**src/rtl/sfcw_pkg.sv**
```systemverilog
// Shared types and helpers for the SFCW step sequencer.
package sfcw_pkg;

  localparam int FW_DEFAULT = 32;

  typedef enum logic [1:0] {
    IDLE   = 2'd0,
    ARM    = 2'd1,
    SETTLE = 2'd2,
    DWELL  = 2'd3
  } state_e;

  // Width needed to index n items; never narrower than one bit.
  function automatic int idx_width(input int unsigned n);
    return (n < 2) ? 1 : $clog2(n);
  endfunction

endpackage

```
**src/rtl/step_edge_det.sv**
```systemverilog
// Rising-edge detector for the divided step clock (same clk_in domain).
module step_edge_det (
  input  logic clk_in,
  input  logic rst,
  input  logic step_clk,
  output logic rise
);

  logic step_clk_d_q;
  logic step_clk_d_d;

  assign step_clk_d_d = step_clk;

  // Reset value 1: the divider output is high out of reset, so no false edge.
  always_ff @(posedge clk_in or posedge rst) begin
    if (rst) begin
      step_clk_d_q <= 1'b1;
    end else begin
      step_clk_d_q <= step_clk_d_d;
    end
  end

  assign rise = step_clk & ~step_clk_d_q;

endmodule

```
**src/rtl/sfcw_step_sequencer.sv**
```systemverilog
// SFCW sweep sequencer: frequency word per step edge, settle hold-off, sample window.
// Define SFCW_CONTINUOUS_EN to restart the sweep automatically after the last step.
module sfcw_step_sequencer
  import sfcw_pkg::*;
#(
  parameter int unsigned     N_STEPS       = 64,
  parameter int unsigned     FW            = FW_DEFAULT,
  parameter logic [FW-1:0]   F_START       = '0,
  parameter logic [FW-1:0]   F_STEP        = FW'(1),
  parameter int unsigned     SETTLE_CYCLES = 16
) (
  input  logic                             clk_in,
  input  logic                             rst,
  input  logic                             step_clk,
  input  logic                             start,
  input  logic                             stop,
  output logic [FW-1:0]                    freq_word,
  output logic                             freq_valid,
  output logic [idx_width(N_STEPS)-1:0]    step_idx,
  output logic                             sample_en,
  output logic                             sweep_done,
  output logic                             busy,
  output logic                             overrun
);

  localparam int IW = idx_width(N_STEPS);
  localparam int CW = idx_width(SETTLE_CYCLES);
  localparam logic [IW-1:0] LAST_IDX    = IW'(N_STEPS - 1);
  localparam logic [CW-1:0] SETTLE_LAST = CW'(SETTLE_CYCLES - 1);

  state_e        state_q, state_d;
  logic [FW-1:0] freq_word_q, freq_word_d;
  logic [IW-1:0] step_idx_q, step_idx_d;
  logic [CW-1:0] settle_cnt_q, settle_cnt_d;
  logic          freq_valid_q, freq_valid_d;
  logic          sweep_done_q, sweep_done_d;
  logic          overrun_q, overrun_d;
  logic          rise;
  logic          advance;

  step_edge_det u_edge (
    .clk_in   (clk_in),
    .rst      (rst),
    .step_clk (step_clk),
    .rise     (rise)
  );

  // freq_valid is a one-cycle strobe with no back-pressure: the synthesizer
  // must capture freq_word in the cycle freq_valid is high.
  always_comb begin
    state_d      = state_q;
    freq_word_d  = freq_word_q;
    step_idx_d   = step_idx_q;
    settle_cnt_d = settle_cnt_q;
    freq_valid_d = 1'b0;
    sweep_done_d = 1'b0;
    overrun_d    = overrun_q;
    advance      = 1'b0;

    if (stop) begin
      state_d = IDLE;
    end else begin
      case (state_q)
        IDLE: begin
          if (start) begin
            state_d   = ARM;
            overrun_d = 1'b0;
          end
        end
        ARM: begin
          if (rise) begin
            freq_word_d  = F_START;
            step_idx_d   = '0;
            freq_valid_d = 1'b1;
            settle_cnt_d = '0;
            state_d      = SETTLE;
          end
        end
        SETTLE: begin
          if (rise) begin
            overrun_d = 1'b1;
            advance   = 1'b1;
          end else if (settle_cnt_q == SETTLE_LAST) begin
            state_d = DWELL;
          end else begin
            settle_cnt_d = settle_cnt_q + CW'(1);
          end
        end
        DWELL: begin
          if (rise) begin
            advance = 1'b1;
          end
        end
        default: state_d = IDLE;
      endcase
    end

    // A step edge from SETTLE or DWELL moves to the next word or ends the sweep.
    if (advance) begin
      settle_cnt_d = '0;
      if (step_idx_q != LAST_IDX) begin
        step_idx_d   = step_idx_q + IW'(1);
        freq_word_d  = freq_word_q + F_STEP;
        freq_valid_d = 1'b1;
        state_d      = SETTLE;
      end else begin
        sweep_done_d = 1'b1;
`ifdef SFCW_CONTINUOUS_EN
        freq_word_d  = F_START;
        step_idx_d   = '0;
        freq_valid_d = 1'b1;
        state_d      = SETTLE;
`else
        state_d      = IDLE;
`endif
      end
    end
  end

  always_ff @(posedge clk_in or posedge rst) begin
    if (rst) begin
      state_q      <= IDLE;
      freq_word_q  <= '0;
      step_idx_q   <= '0;
      settle_cnt_q <= '0;
      freq_valid_q <= 1'b0;
      sweep_done_q <= 1'b0;
      overrun_q    <= 1'b0;
    end else begin
      state_q      <= state_d;
      freq_word_q  <= freq_word_d;
      step_idx_q   <= step_idx_d;
      settle_cnt_q <= settle_cnt_d;
      freq_valid_q <= freq_valid_d;
      sweep_done_q <= sweep_done_d;
      overrun_q    <= overrun_d;
    end
  end

  assign freq_word  = freq_word_q;
  assign freq_valid = freq_valid_q;
  assign step_idx   = step_idx_q;
  assign sample_en  = (state_q == DWELL);
  assign sweep_done = sweep_done_q;
  assign busy       = (state_q != IDLE);
  assign overrun    = overrun_q;

endmodule
```
**config.mk**
```make
export PLATFORM = sky130hd
export DESIGN_NAME = sfcw_step_sequencer
export DESIGN_NICKNAME = d
export VERILOG_FILES = /design/src/rtl/sfcw_pkg.sv /design/src/rtl/step_edge_det.sv /design/src/rtl/sfcw_step_sequencer.sv
export SDC_FILE = /design/constraint.sdc
export NUM_CORES = 1
export LEC_CHECK = 0
export ABC_AREA = 1
export CAP_MARGIN = 10
export CORE_MARGIN = 2
export CORE_UTILIZATION = 41
export DETAILED_ROUTE_END_ITERATION = 10
export SYNTH_ARGS = -nofsm -noshare
export SYNTH_HDL_FRONTEND = slang
export SYNTH_HIERARCHICAL = 1
export SYNTH_SLANG_ARGS = --single-unit
export TNS_END_PERCENT = 10
```
**constraint.sdc**
```tcl
create_clock -name clk_in -period 2.15 [get_ports clk_in]
set_input_delay 0.215 -clock clk_in [delete_from_list [all_inputs] [get_ports clk_in]]
set_output_delay 0.215 -clock clk_in [all_outputs]
set_load 0.01 [all_outputs]
```
; Word level (Yosys, flattened, before mapping)
; Index checks and enable logic that the tools add are counted.
[word_totals]
output_inout_bits = 43
regBits = 48
elab_cells = 74
inputBits = 5
[op_classes]
muxes = 36
n_eq_ne = 15
bitwise_logic = 3
reduce_logical = 9
addsub = 3
[ops]
columns = op, count
row1 = $mux 32, 5
row2 = $add 32x1->32 const B, 1
row3 = $mux 6, 5
row4 = $mux 4, 5
row5 = $ne 4x4->1 const B, 4
row6 = $mux 2, 7
row7 = $mux 1, 11
row8 = $reduce_and 5->1, 2
row9 = $ne 3x3->1 const B, 3
row10 = $pmux 4 s2, 1
row11 = $add 6x1->6 const B, 1
row12 = $ne 6x6->1 const B, 1
row13 = $pmux 2 s3, 1
row14 = $reduce_bool 5->1, 1
row15 = $add 4x1->4 const B, 1
row16 = $eq 2x2->1 const B, 2
row17 = $eq 4x4->1 const B, 1
row18 = $ne 2x2->1 const B, 2
row19 = $reduce_and 4->1, 1
row20 = $reduce_bool 2->1, 2
row21 = $reduce_bool 3->1, 1
row22 = $eq 2x1->1 const B, 1
row23 = $logic_not 2->1, 1
row24 = $ne 2x1->1 const B, 1
row25 = 4 further kinds, 5

; Longest topological paths before layout
; Gate-level depths: netlist (run 1).
[logic_depth]
ltp_word = 7
mapped_depth = 11

; Hierarchy
; Netlist (run 1), hierarchy kept.
[modules_own_cells]
columns = mod, area_per_inst_um2, cells_each, instances, seq_area_each_um2
row1 = sfcw_step_sequencer, 3042.9, 432, 1, 1176.1
row2 = step_edge_det, 40.0, 4, 1, 26.3

; Worst setup path before layout (run 1)
; No wires, ideal clock.
[synth_timing]
kind = flip-flop to flip-flop
start = reg state_q[0]
end = reg freq_word_q[27], in the netlist freq_word[27]
t_arrival_ns = 1.507
path_buffers = 1
stages_incl_launch_ff = 11
period_less_slack_ns = 1.628
setup_slack_ns = 0.522
cell_sequence = dfrtp_1 inv_1 ha_1 inv_2 nand2_2 nand2_4 nor2_8 buf_6 nand4_1 o21bai_1 nand2_1
[synth_between]
elab_chain_cells = 5
elab_cells_between_ends = 10
cone_classes = eq/ne: 3 / mux: 6 / reduce/logical: 1
[synth_rtl]
columns = item, line_no
row1 = "start, declared", sfcw_step_sequencer.sv:31  ; state_e state_q, state_d;
row2 = "start signal, assigned", sfcw_step_sequencer.sv:130  ; state_q <= state_d;
row3 = $eq 2x1->1 / $eq 2x2->1 (equally long branches), sfcw_step_sequencer.sv:63  ; case (state_q)
row4 = $mux 32 / $reduce_or 2->1 (equally long branches), --
row5 = $mux 32 / $mux 1 (equally long branches), --
row6 = $mux 32 / $mux 1 (equally long branches), "sfcw_step_sequencer.sv:101, sfcw_step_sequencer.sv:60"
row7 = $mux 32 (*), sfcw_step_sequencer.sv:99  ; if (advance) begin
row8 = via freq_word_d[27], sfcw_step_sequencer.sv:32  ; logic [FW-1:0] freq_word_q, freq_word_d;
row9 = "end signal, assigned", sfcw_step_sequencer.sv:131  ; freq_word_q <= freq_word_d;
row10 = "end, declared", sfcw_step_sequencer.sv:32
; The timed path passes the listed nets; every way through them passes the cells marked *.
; A chain may end at the register's enable or synchronous reset.

; Final worst setup path (run 1)
[layout_timing]
start = reg state_q[0]
end = reg freq_word_q[5], in the netlist freq_word[5]
; Same word-level chain as after synthesis.

==> flow_summary.json, run 1 <==
{
  "status": "finished clean",
  "clockBufferDepth": 2,
  "cp_num_buf_inv": 3,
  "rsz0062_at_grt": "false",
  "fp-row-count": 31,
  "slowest_stage": "dfrtp_1",
  "worstSkewPairLatency_ps": 310,
  "cts_hold_buffers": 0,
  "cts_max_level": 2,
  "cts_resized": 0,
  "hold_path_class": "primary input to async pin",
  "cp.required_ps": 2350,
  "ant_nets": 0,
  "drive_gt1_frac": 0.0988,
  "rr_startpoint": "state_q[0]$_DFFE_PP0P_",
  "syn_area_um2": 3080,
  "wl_um": 7710,
  "ff2ff_setup_slack_ps": 180,
  "clock_sinks": 48,
  "drt_first_pass_iters": 4,
  "path_class": "flip-flop to flip-flop",
  "cp-start-kind": "flip-flop",
  "drv_cap": 0,
  "setup_viol_count_final": 0,
  "cp_max_fo": 14,
  "numCtsBuffers": 5,
  "final_cell_mix": "nand2_1, nor2_1, inv_1",
  "post-cts-setup-buffer-count": 0,
  "grt_pass1_vias": 2833,
  "antenna_found_initial": 0,
  "seq_area_frac_synth": 0.390,
  "drv_slew": 0,
  "gp_congestion": 0.928,
  "dieHeight_um": 90.7,
  "max_freq_ghz": 0.507,
  "period_needed_ps": 1970,
  "hold_viol": 0,
  "synth_area_leaders": "dfrtp_1, nand2_1, nor2_1",
  "wire_per_inst_um": 13.0,
  "period_share": 0.918,
  "synth_cells": 436,
  "start_util": 0.425,
  "p_leak_uw": 0.00170,
  "areaGrowthSynthToFinish_pct": 24.1,
  "grt_use_total": 0.195,
  "cts_tree": "yes",
  "num_io_pins": 48,
  "synth_top_area_cell": "dfrtp_1",
  "endpoint_kind": "flip-flop",
  "clkTransAtPathRegs_ps": 100,
  "die_x_um": 90.7,
  "ys_warn_count": 6,
  "vias": 2937,
  "n_antenna_cell": 0,
  "grt_max_degree": 21,
  "fp.coreArea_um2": 7250,
  "tns_ps": 0,
  "cts-root-buf": "clkbuf_8",
  "crit_chain": "inv_1, ha_1, inv_2, nand2_2, nand2_4, nor2_8, inv_2, nor3_1, a21oi_1",
  "critPathMaxStageDelay_ps": 440,
  "r2r-end": "freq_word[5]$_DFF_PP0_",
  "fin_skew_ps": 7.84,
  "crit_family": "simple AND/OR/NAND/NOR gates",
  "worst-slew-pin-transition_ps": 411,
  "grt_pass1_wl_um": 13100,
  "drtIter0Drc": 145,
  "ir_drop_mv": 0.509,
  "drc_errors": 0,
  "crit_top_cell": "inv_2",
  "fin_util": 0.527,
  "grt.overflow.total": 0,
  "fin_nets": 508,
  "reg2regPathDepth": 9,
  "ys_ff_latch": 48,
  "synth_top_area_share": 0.381,
  "dp_hpwl_um": 5970,
  "crit_arrival_ps": 2170,
  "synth_nets": 449,
  "die_area_um2": 8230,
  "syn_area_per_cell_um2": 7.07,
  "final_common_cell": "nand2_1",
  "power_density_nw_per_um2": 893,
  "io_buffers": 47,
  "synth_cell_types": 36,
  "viasPerCell": 4.94,
  "slew_headroom": 0.725
}
[synth_stat cells, drive strengths merged]
master,instances
o21bai,3
inv,61
a31oi,1
dfrtp,47
nor3,11
o21ai,20
clkbuf,1
o22ai,1
nand3,41
o2111ai,1
ha,8
nand3b,2
a21boi,1
o211ai,1
xor2,4
nand2,125
nor2,72
dfstp,1
a21oi,13
nor3b,3
buf,5
nand4,12
or2,1
a22oi,1
[per-stage QoR]
| step | cells | setup WS (ps) | hold slack, ps | total power (µW) | area (µm²) |
|---|---|---|---|---|---|
| 2_1_floorplan | 436 | 522 | 105 | 2120 | 3080 |
| 3_3_place_gp | 587 | 65.0 | 485 | 2750 | 3710 |
| 3_5_place_dp | 587 | 26.9 | 485 | 2750 | 3710 |
| 4_1_cts | 595 | 168 | 234 | 3450 | 3820 |
| 5_1_grt | 595 | 0.576 | 233 | 3660 | 3820 |
| 6_report | 595 | 176 | 232 | 3420 | 3820 |
[worst max-delay path by stage]
stage | from | end | slack, ps | cells past startpoint
after floorplan | state_q[0]$_DFFE_PP0P_ | freq_word[27]$_DFF_PP0_ | 520 | 10
after global placement | step_clk | freq_word[14]$_DFF_PP0_ | 60 | 12
after detailed placement | step_clk | freq_word[5]$_DFF_PP0_ | 30 | 10
after CTS | state_q[0]$_DFFE_PP0P_ | freq_word[5]$_DFF_PP0_ | 170 | 9
after global routing | state_q[0]$_DFFE_PP0P_ | freq_word[25]$_DFF_PP0_ | 0.6 | 11
final | state_q[0]$_DFFE_PP0P_ | freq_word[5]$_DFF_PP0_ | 180 | 9
[per-layer routing]
| layer | routed length [µm] | global-route usage | up-vias | part of all wire |
|---|---|---|---|---|
| met4 | 117 | 0.0692 | 0 | 0.015 |
| met1 | 3630 | 0.253 | 1340 | 0.47 |
| met2 | 3670 | 0.332 | 72 | 0.48 |
| li1 | - | - | 1517 | - |
| met5 | 0 | 0 | - | 0 |
| met3 | 294 | 0.0267 | 8 | 0.038 |
[cells by family after synthesis]
| family | after synthesis | synth area share |
|---|---|---|
| DFF | 48 | 0.390 |
| and+or+nand+nor | 267 | 0.400 |
| xor gates and xnor gates | 4 | 0.0114 |
| buffers and inverters | 67 | 0.0913 |
| adders and majority gates | 8 | 0.0325 |
| AOI/OAI and AO/OA | 42 | 0.0751 |
[report_power, final]
group          internal [µW]  switching [µW]
Clock                    351             335
Combinational            649             701
Sequential              1130             255
Total                   2130            1290
[sequential cells by signal, summed over array words and instances (netlist names)]
register	cells
settle_cnt_q	4
u_edge/step_clk_d_q	1
freq_word	32
sweep_done	1
state_q	2
step_idx	6
overrun	1
freq_valid	1
[area by class of cell]
type | count | area (µm²)
Sequential cell | 48 | 1200
Multi-Input combinational cell | 321 | 1600
Inverter | 61 | 231
Clock inverter | 3 | 46.3
Tap cell | 99 | 124
Clock buffer | 5 | 68.8
Timing Repair Buffer | 58 | 553
Fill cell | 756 | 3430
(Power assumes the default switching activity.)
==> run 2: changes to the inputs <==
Settings changed: CORE_MARGIN 2 to 1, SYNTH_HIERARCHICAL 1 to not set.
==> run 2 against run 1 <==
Effect of this change: utilization is 0.76 points higher; sequential cell count stayed put; total power decreased by 18%; highest routed layer unchanged; largest power group unchanged.
==> flow_summary.json, run 2 <==
{
  "status": "finished clean",
  "fp.coreArea_um2": 6910,
  "period_share": 0.881,
  "crit_arrival_ps": 2140,
  "cp-start-kind": "flip-flop",
  "p_leak_uw": 0.00161,
  "power_density_nw_per_um2": 756,
  "rsz0062_at_grt": "false",
  "fp-row-count": 30,
  "syn_area_um2": 2980,
  "num_io_pins": 48,
  "grt_use_total": 0.220,
  "drt_first_pass_iters": 4,
  "drtIter0Drc": 172,
  "critPathMaxStageDelay_ps": 450,
  "die_area_um2": 7620,
  "synth_cell_types": 34,
  "placed_cells": 567,
  "io_buffers": 47,
  "synth_top_area_cell": "dfrtp_1",
  "cts_max_level": 2,
  "hold_path_class": "primary input to async pin",
  "grt_pass1_vias": 2687,
  "worst-slew-pin-transition_ps": 463,
  "final_cell_mix": "nand2_1, nor2_1, inv_1",
  "cts_tree": "yes",
  "cp_max_fo": 11,
  "ys_ff_latch": 48,
  "fin_nets": 491,
  "gp_congestion": 0.858,
  "cp_num_buf_inv": 3,
  "endpoint_kind": "flip-flop",
  "wl_um": 7570,
  "grt.overflow.total": 0,
  "final_common_cell": "nand2_1",
  "async_flop_share": 1.00,
  "seq_area_frac_synth": 0.403,
  "synth_top_area_share": 0.394,
  "cts-root-buf": "clkbuf_8",
  "ant_nets": 0,
  "cts_resized": 0,
  "areaGrowthSynthToFinish_pct": 23.9,
  "stdcell_count": 574,
  "dieHeight_um": 87.3,
  "die_x_um": 87.3,
  "n_antenna_cell": 0,
  "path_class": "flip-flop to flip-flop",
  "crit_family": "simple AND/OR/NAND/NOR gates",
  "clockBufferDepth": 2,
  "slowest_stage": "dfrtp_1",
  "synth_edf_count": 0,
  "setup_viol_count_final": 0,
  "synth_area_leaders": "dfrtp_1, nand2_1, nor2_1",
  "tns_ps": 0,
  "period_needed_ps": 1890,
  "synth_cells": 421,
  "clock_sinks": 48,
  "ys_warn_count": 0,
  "clkTransAtPathRegs_ps": 90,
  "drv_slew": 0,
  "drc_errors": 0,
  "ys.flop_type": "dfrtp_1",
  "syn_area_per_cell_um2": 7.08,
  "numCtsBuffers": 5,
  "dp_hpwl_um": 5700,
  "antenna_found_initial": 0,
  "slew_headroom": 0.689,
  "drive_gt1_frac": 0.0753,
  "grt_max_degree": 49,
  "viasPerCell": 4.95,
  "crit_chain": "inv_1, ha_1, inv_1, nand2_1, nand3_2, nor2_2, buf_4, nand4_1, nand2b_1, nand2_1",
  "post-cts-setup-buffer-count": 0,
  "start_util": 0.432,
  "max_freq_ghz": 0.528,
  "ir_drop_mv": 0.507,
  "fillers": 719,
  "vias": 2843,
  "cp.required_ps": 2390,
  "synth_common_cells": "nand2_1, nor2_1, inv_1",
  "wire_per_inst_um": 13.2,
  "largest_reg_flops": 32,
  "drv_cap": 0,
  "yosysMostFrequentCell": "nand2_1",
  "synth_nets": 434,
  "worstSkewPairLatency_ps": 300,
  "grt_pass1_wl_um": 13000,
  "hold_viol": 0,
  "fin_skew_ps": 3.81,
  "cts_hold_buffers": 0
}
run 2: per-layer routing:
| metal | GRT usage | part of all wire |
|---|---|---|
| met1 | 0.323 | 0.50 |
| met2 | 0.337 | 0.45 |
| met5 | 0 | 0 |
| met3 | 0.0370 | 0.051 |
| met4 | 0.0537 | 0.0070 |
run 2: layout make-up:
| class | count | area, µm² | share of cell area |
|---|---|---|---|
| Sequential cell | 48 | 1200 | 0.325 |
| Clock inverter | 1 | 5.00 | 0.00135 |
| Multi-Input combinational cell | 314 | 1530 | 0.415 |
| Clock buffer | 6 | 72.6 | 0.0196 |
| Tap cell | 96 | 120 | 0.0325 |
| Inverter | 53 | 199 | 0.0538 |
| Timing Repair Buffer | 56 | 563 | 0.152 |
run 2: logic make-up (layout without fill, tap and decap cells):
logic type      Yosys count  after routing  share of synthesized area
fa+ha+maj                 8              8                     0.0336
buf+inv                  59            116                     0.0827
compound gates           39             39                     0.0718
mux                       1              1                    0.00336
xor+xnor                  7              7                     0.0206
simple gates            259            259                      0.385
flops                    48             48                      0.403
run 2: report_power, final:
| group | internal, µW | switching (µW) |
|---|---|---|
| registers | 1070 | 197 |
| logic | 484 | 518 |
| clock network | 222 | 302 |
| total | 1780 | 1020 |
run 2: final timing paths:
| check | startpoint | endpoint | slack (ps) | cells after the start |
|---|---|---|---|---|
| min in group clk_in | step_clk | u_edge.step_clk_d_q$_DFF_PP1_ | 340 | 1 |
| max in group asynchronous | rst | u_edge.step_clk_d_q$_DFF_PP1_ | 1610 | 3 |
| worst min register to register | settle_cnt_q[0]$_DFFE_PP0P_ | settle_cnt_q[0]$_DFFE_PP0P_ | 510 | 1 |
| worst max-delay path | state_q[0]$_DFFE_PP0P_ | freq_word[22]$_DFF_PP0_ | 260 | 10 |
| worst max register to register | state_q[0]$_DFFE_PP0P_ | freq_word[22]$_DFF_PP0_ | 260 | 10 |
| worst min-delay path | rst | step_idx[0]$_DFF_PP0_ | 270 | 3 |
run 2: tightest hold or removal path, cell delays in order:
cell	delay, ps
clkdlybuf4s50_1	410
inv_2	70
buf_12	260
run 2: through the flow:
| stage | util | setup WS [ps] | hold WS (ps) | total power (µW) | instance area [µm²] |
|---|---|---|---|---|---|
| global placement | 0.524 | 290 | 500 | 2280 | 3620 |
| global route | 0.535 | 31.6 | 279 | 3010 | 3690 |
| CTS | 0.535 | 239 | 268 | 2820 | 3690 |
| floorplan | - | 527 | 219 | 1790 | 2980 |
| finish | 0.535 | 256 | 269 | 2790 | 3690 |
| detailed placement | 0.524 | 262 | 506 | 2290 | 3620 |
